===== src/rtl/sete_segmentos_multiplex_if.sv =====
// Bus bundle for the multiplexed 7-segment driver.
// The master side supplies display data and masks. The slave side drives the display lines.
interface sete_segmentos_multiplex_if #(
  parameter int unsigned N_DIGITS = 4
);
  logic                    load;
  logic [4*N_DIGITS-1:0]   value;
  logic [N_DIGITS-1:0]     blank_mask;
  logic [N_DIGITS-1:0]     blink_mask;
  logic [6:0]              seg;
  logic [N_DIGITS-1:0]     an;
  logic                    frame_tick;

  modport master (
    output load, value, blank_mask, blink_mask,
    input  seg, an, frame_tick
  );

  modport slave (
    input  load, value, blank_mask, blink_mask,
    output seg, an, frame_tick
  );
endinterface


===== src/rtl/sete_segmentos_multiplex.sv =====
// Multiplexed 7-segment display driver.
// It latches N_DIGITS hex nibbles and scans one digit per SCAN_DIV clocks.
// The first clock of every slot is blanked to prevent ghosting.
// Each digit can be blanked permanently, or made to blink at a rate counted in frames.
module sete_segmentos_multiplex #(
  parameter int unsigned N_DIGITS   = 4,
  parameter int unsigned SCAN_DIV   = 1000,
  parameter int unsigned BLINK_DIV  = 250,
  parameter int unsigned ACTIVE_LOW = 0
) (
  input logic                      clk,
  input logic                      rst,
  sete_segmentos_multiplex_if.slave bus
);

  localparam int unsigned SW = (SCAN_DIV > 1) ? $clog2(SCAN_DIV) : 1;
  localparam int unsigned IW = (N_DIGITS > 1) ? $clog2(N_DIGITS) : 1;
  localparam int unsigned BW = (BLINK_DIV > 1) ? $clog2(BLINK_DIV) : 1;

  localparam logic [SW-1:0] ScanLast  = SW'(SCAN_DIV - 1);
  localparam logic [IW-1:0] IdxLast   = IW'(N_DIGITS - 1);
  localparam logic [BW-1:0] BlinkLast = BW'(BLINK_DIV - 1);

  localparam logic PhaseOn  = 1'b0;
  localparam logic PhaseOff = 1'b1;

  // Output polarity: XOR with this turns logical levels into pin levels.
  localparam logic Inv = (ACTIVE_LOW != 0);

  logic [SW-1:0]         scan_cnt;
  logic [IW-1:0]         idx;
  logic [BW-1:0]         blink_cnt;
  logic                  phase;
  logic [4*N_DIGITS-1:0] value_r;
  logic [N_DIGITS-1:0]   blank_r;
  logic [N_DIGITS-1:0]   blink_r;

  logic [6:0]            seg_q;
  logic [N_DIGITS-1:0]   an_q;
  logic                  frame_tick_q;

  logic                  scan_wrap;
  logic                  frame_wrap;
  logic                  blink_wrap;
  logic [3:0]            nib;
  logic                  lit;
  logic [6:0]            seg_n;
  logic [N_DIGITS-1:0]   an_n;

  function automatic logic [6:0] hex7(input logic [3:0] d);
    unique case (d)
      4'h0: hex7 = 7'h7E;
      4'h1: hex7 = 7'h30;
      4'h2: hex7 = 7'h6D;
      4'h3: hex7 = 7'h79;
      4'h4: hex7 = 7'h33;
      4'h5: hex7 = 7'h5B;
      4'h6: hex7 = 7'h5F;
      4'h7: hex7 = 7'h70;
      4'h8: hex7 = 7'h7F;
      4'h9: hex7 = 7'h7B;
      4'hA: hex7 = 7'h77;
      4'hB: hex7 = 7'h1F;
      4'hC: hex7 = 7'h4E;
      4'hD: hex7 = 7'h3D;
      4'hE: hex7 = 7'h4F;
      default: hex7 = 7'h47;
    endcase
  endfunction

  assign scan_wrap  = (scan_cnt == ScanLast);
  assign frame_wrap = scan_wrap && (idx == IdxLast);
  assign blink_wrap = (blink_cnt == BlinkLast);

  // Scan position and blink phase. The blink counter advances once per completed frame.
  always_ff @(posedge clk) begin
    if (rst) begin
      scan_cnt  <= '0;
      idx       <= '0;
      blink_cnt <= '0;
      phase     <= PhaseOn;
    end else begin
      scan_cnt <= scan_wrap ? '0 : scan_cnt + 1'b1;
      if (scan_wrap) begin
        idx <= (idx == IdxLast) ? '0 : idx + 1'b1;
      end
      if (frame_wrap) begin
        blink_cnt <= blink_wrap ? '0 : blink_cnt + 1'b1;
        if (blink_wrap) begin
          phase <= ~phase;
        end
      end
    end
  end

  // Latched display data. All digits start blanked, so the display stays dark until the first load.
  always_ff @(posedge clk) begin
    if (rst) begin
      value_r <= '0;
      blank_r <= '1;
      blink_r <= '0;
    end else if (bus.load) begin
      value_r <= bus.value;
      blank_r <= bus.blank_mask;
      blink_r <= bus.blink_mask;
    end
  end

  // Logical (active-high) drive for the current scan state. Slot cycle 0 is always dark.
  always_comb begin
    nib   = value_r[4*idx +: 4];
    lit   = !blank_r[idx] && !(blink_r[idx] && (phase == PhaseOff));
    seg_n = '0;
    an_n  = '0;
    if ((scan_cnt != '0) && lit) begin
      seg_n     = hex7(nib);
      an_n[idx] = 1'b1;
    end
  end

  // Output registers. Polarity is applied here, so reset drives the pins to the dark level.
  always_ff @(posedge clk) begin
    if (rst) begin
      seg_q        <= {7{Inv}};
      an_q         <= {N_DIGITS{Inv}};
      frame_tick_q <= 1'b0;
    end else begin
      seg_q        <= seg_n ^ {7{Inv}};
      an_q         <= an_n ^ {N_DIGITS{Inv}};
      frame_tick_q <= frame_wrap;
    end
  end

  assign bus.seg        = seg_q;
  assign bus.an         = an_q;
  assign bus.frame_tick = frame_tick_q;

endmodule

===== src/flat_wrapper.sv =====
// flat-port wrapper written by rule: the top's interface ports become plain ports
module sete_segmentos_multiplex_flat 
#(
  parameter int unsigned N_DIGITS   = 4,
  parameter int unsigned SCAN_DIV   = 1000,
  parameter int unsigned BLINK_DIV  = 250,
  parameter int unsigned ACTIVE_LOW = 0
)
  (clk, rst, bus_load, bus_value, bus_blank_mask, bus_blink_mask, bus_seg, bus_an, bus_frame_tick);
  sete_segmentos_multiplex_if #(.N_DIGITS(N_DIGITS)) bus_i ();
  input logic clk;
  input logic rst;
  input wire logic [$bits(bus_i.load)-1:0] bus_load;
  input wire logic [$bits(bus_i.value)-1:0] bus_value;
  input wire logic [$bits(bus_i.blank_mask)-1:0] bus_blank_mask;
  input wire logic [$bits(bus_i.blink_mask)-1:0] bus_blink_mask;
  output wire logic [$bits(bus_i.seg)-1:0] bus_seg;
  output wire logic [$bits(bus_i.an)-1:0] bus_an;
  output wire logic [$bits(bus_i.frame_tick)-1:0] bus_frame_tick;
  assign bus_i.load = bus_load;
  assign bus_i.value = bus_value;
  assign bus_i.blank_mask = bus_blank_mask;
  assign bus_i.blink_mask = bus_blink_mask;
  assign bus_seg = bus_i.seg;
  assign bus_an = bus_i.an;
  assign bus_frame_tick = bus_i.frame_tick;
  sete_segmentos_multiplex #(.N_DIGITS(N_DIGITS), .SCAN_DIV(SCAN_DIV), .BLINK_DIV(BLINK_DIV), .ACTIVE_LOW(ACTIVE_LOW)) u_core (.clk(clk), .rst(rst), .bus(bus_i));
endmodule

===== config.mk =====
export PLATFORM = sky130hd
export DESIGN_NAME = sete_segmentos_multiplex_flat
export DESIGN_NICKNAME = d
export VERILOG_FILES = /design/src/rtl/sete_segmentos_multiplex_if.sv /design/src/rtl/sete_segmentos_multiplex.sv /design/src/flat_wrapper.sv
export SDC_FILE = /design/constraint.sdc
export NUM_CORES = 1
export LEC_CHECK = 0
export BUFFER_PORTS_ARGS = -buffer_cell sky130_fd_sc_hd__buf_4
export CAP_MARGIN = 0
export CORE_MARGIN = 2
export CORE_UTILIZATION = 23
export CTS_BUF_LIST = sky130_fd_sc_hd__clkbuf_8
export DETAILED_ROUTE_END_ITERATION = 10
export GPL_TIMING_DRIVEN = 0
export SLEW_MARGIN = 15
export SYNTH_ARGS = -nofsm -noshare
export SYNTH_HDL_FRONTEND = slang
export SYNTH_SLANG_ARGS = --single-unit

===== constraint.sdc =====
create_clock -name clk -period 4.05 [get_ports clk]
set_clock_uncertainty 0.05 [all_clocks]
set_input_delay 0.6075 -clock clk [delete_from_list [all_inputs] [get_ports clk]]
set_output_delay 0.6075 -clock clk [all_outputs]
set_load 0.005 [all_outputs]

==> results.json <==
{
  "outcome": "finished, final reports clean",
  "synth.yosys.seq_area_share": 0.422,
  "grt_antenna_before_repair": 0,
  "synth_top_area_frac": 0.422,
  "end_kind": "flip-flop",
  "core_sq_um": 11500,
  "grt_overflow": 0,
  "root_buffer": "clkbuf_8",
  "synthTopCellsByCount": "57 x dfxtp_1, 44 x nor2_1, 31 x mux2i_1",
  "cts_resized": 0,
  "setup_tns_ns": 0,
  "io_buffers": 36,
  "start_util": 0.236,
  "place_ws_ns": 1.80,
  "grt_usage": 0.0978,
  "synth_top_area_cell": "dfxtp_1",
  "drtIter0Drc": 68,
  "worst_slew_pin_slew_ns": 0.803,
  "crit_fanout": 9,
  "wl_per_cell_um": 11.9,
  "finalHoldViolCount": 0,
  "clk_pin_slew_ns": 0.07,
  "nFillCells": 1167,
  "die_area_sq_um": 12700,
  "path_class": "reg -> reg",
  "dieHeight_um": 112,
  "clockBufferDepth": 2,
  "synth_most_common_cell": "dfxtp_1",
  "cts_buffers": 9,
  "cp_cell_sequence": "buf_2 > mux4_2 > inv_1 > ha_1 > inv_1 > mux4_2 > nor2_1",
  "clkLatencyLatePin_ns": 0.33,
  "grt_pass1_wl_um": 9780,
  "syn_to_final_growth_pct": 24.5,
  "min_period_over_period": 0.565,
  "h-tree-depth": 3,
  "ys_types": 38,
  "rsz0062_at_grt": "no",
  "synth_cells": 291,
  "path_buf_inv": 3,
  "power.leakage_nw": 1.37,
  "die_x_um": 112,
  "cts_post_setup_buffers_inserted": 0,
  "final_antenna_net_count": 0,
  "worst_path_largest_cell_delay_ns": 0.60,
  "post-route-drc-count": 0,
  "cap_violations": 0,
  "cp.required_ns": 4.27,
  "yosys-top-cells-area": "dfxtp_1 42%, mux2i_1 11%, ha_1 6.9%, nor2_1 6.1%, mux4_2 4.2%",
  "drt_pass1_iterations": 4,
  "cp.arrival_ns": 2.50,
  "max_freq_mhz": 437,
  "grt_start_max_net_pins": 11,
  "synth-warning-count": 0,
  "finalSetupViolations": 0,
  "ys_ff_latch": 57,
  "hp-class": "reg -> reg",
  "synthFlopType": "dfxtp_1",
  "drive_gt1_frac": 0.192,
  "slowest_stage": "mux4_2",
  "cts_tree": "yes",
  "dp_cells": 470,
  "routed_wl_um": 5800,
  "power_density_nw_per_um2": 371,
  "io-pin-count": 39,
  "slew_headroom": 0.460,
  "final_net_count": 380,
  "path_delay_family": "multiplexers",
  "gp_congestion": 0.817,
  "drv_slew": 0,
  "holdBufCountCts": 0,
  "grt_pass1_vias": 2130,
  "synth-edff-count": 0,
  "num_vias": 2177,
  "start_kind": "flip-flop",
  "synth_nets": 333,
  "clock_sinks": 57,
  "synthArstFlopShare": 0,
  "dp_hpwl_um": 4380,
  "fin_ws_ns": 1.76,
  "avgSynthCellArea_sq_um": 9.30,
  "layout_min_cycle_time_ns": 2.29,
  "num_antenna_cells": 0,
  "row_count": 39,
  "final-instance-count-excl-fill": 486,
  "whs_ns": 0.411,
  "syn_area_sq_um": 2710,
  "vdd_drop_max_mv": 0.141,
  "vias_per_cell": 4.48
}
power breakdown:
group	total (mW)	internal [mW]	leakage [nW]	switching, mW
sequential	0.591	0.580	0.465	0.0109
combinational	0.106	0.0544	0.797	0.0514
clock	0.555	0.333	0.105	0.222
per-stage QoR:
| stage | area, sq um | utilization | power [mW] |
|---|---|---|---|
| final | 3370 | 0.294 | 1.25 |
| after global routing | 3370 | 0.294 | 1.31 |
| after CTS | 3370 | 0.294 | 1.27 |
| after detailed placement | 3160 | 0.275 | 0.710 |
| after global placement | 3160 | 0.275 | 0.707 |
| after floorplan | 2710 | - | 0.669 |
per-layer routing:
metal  wire length [um]  vias to the layer above  GRT usage
met5                  0                        -          0
met4                 70                        0     0.0439
li1                   -                     1097          -
met3                279                        5     0.0378
met1               2610                     1033      0.113
met2               2840                       42      0.161
cell usage in the layout, fill, tap and decap left out, types with 12 or more instances in the layout:
cell type / synthesis / layout
dfxtp_1: 57 / 57
nor2_1: 44 / 44
buf_4: 0 / 36
inv_1: 20 / 20
ha_1: 15 / 15
nand2_1: 15 / 15
a21oi_1: 13 / 13
clkbuf_8: 0 / 12
mux2i_1: 31 / 31
cells by family (layout without fill, tap and decap cells):
kind of cell             after synthesis  count (layout)  synth area share
buffers and inverters                 35              87            0.0509
adder cells (fa/ha/maj)               15              15            0.0693
multiplexers                          37              37             0.160
XOR/XNOR                              10              10            0.0324
AO/OA/AOI/OAI                         36              36            0.0823
AND/OR/NAND/NOR                      101             101             0.183
flip-flops                            57              57             0.422
final cells by class:
| cell class | instances | area (sq um) | share of cell area |
|---|---|---|---|
| repair buffers | 36 | 270 | 0.0802 |
| inverters | 20 | 75.1 | 0.0223 |
| well taps | 143 | 179 | 0.0531 |
| clock inverters | 4 | 50.0 | 0.0148 |
| multi-input cells | 199 | 1430 | 0.424 |
| flip-flops and latches | 57 | 1140 | 0.339 |
| plain buffers | 15 | 62.6 | 0.0186 |
| clock buffers | 12 | 165 | 0.0490 |
flip-flops by register name, indices dropped and copies added (netlist names):
signal,count
u_core.idx,2
u_core.value_r,16
u_core.bus.frame_tick,1
u_core.bus.an,4
u_core.blink_cnt,8
u_core.blink_r,4
u_core.bus.seg,7
u_core.blank_r,4
u_core.phase,1
u_core.scan_cnt,10
path summary, 6_finish.rpt:
| path | startpoint | to | slack, ns | cells after the start |
|---|---|---|---|---|
| setup reg to reg | u_core.idx[0]$_SDFFE_PP0N_ | u_core.bus.seg[3]$_SDFF_PP0_ | 1.76 | 7 |
| hold / removal | u_core.scan_cnt[0]$_SDFF_PP0_ | u_core.scan_cnt[0]$_SDFF_PP0_ | 0.41 | 1 |
| hold reg to reg | u_core.scan_cnt[0]$_SDFF_PP0_ | u_core.scan_cnt[0]$_SDFF_PP0_ | 0.41 | 1 |
| setup / recovery | u_core.idx[0]$_SDFFE_PP0N_ | u_core.bus.seg[3]$_SDFF_PP0_ | 1.76 | 7 |
worst register-to-register path, stage by stage (launching register included):
cell and delay (ns):
dfxtp_1 0.36, buf_2 0.27, mux4_2 0.61, inv_1 0.16, ha_1 0.17, inv_1 0.06, mux4_2 0.45, nor2_1 0.10
(Power assumes the default switching activity.)
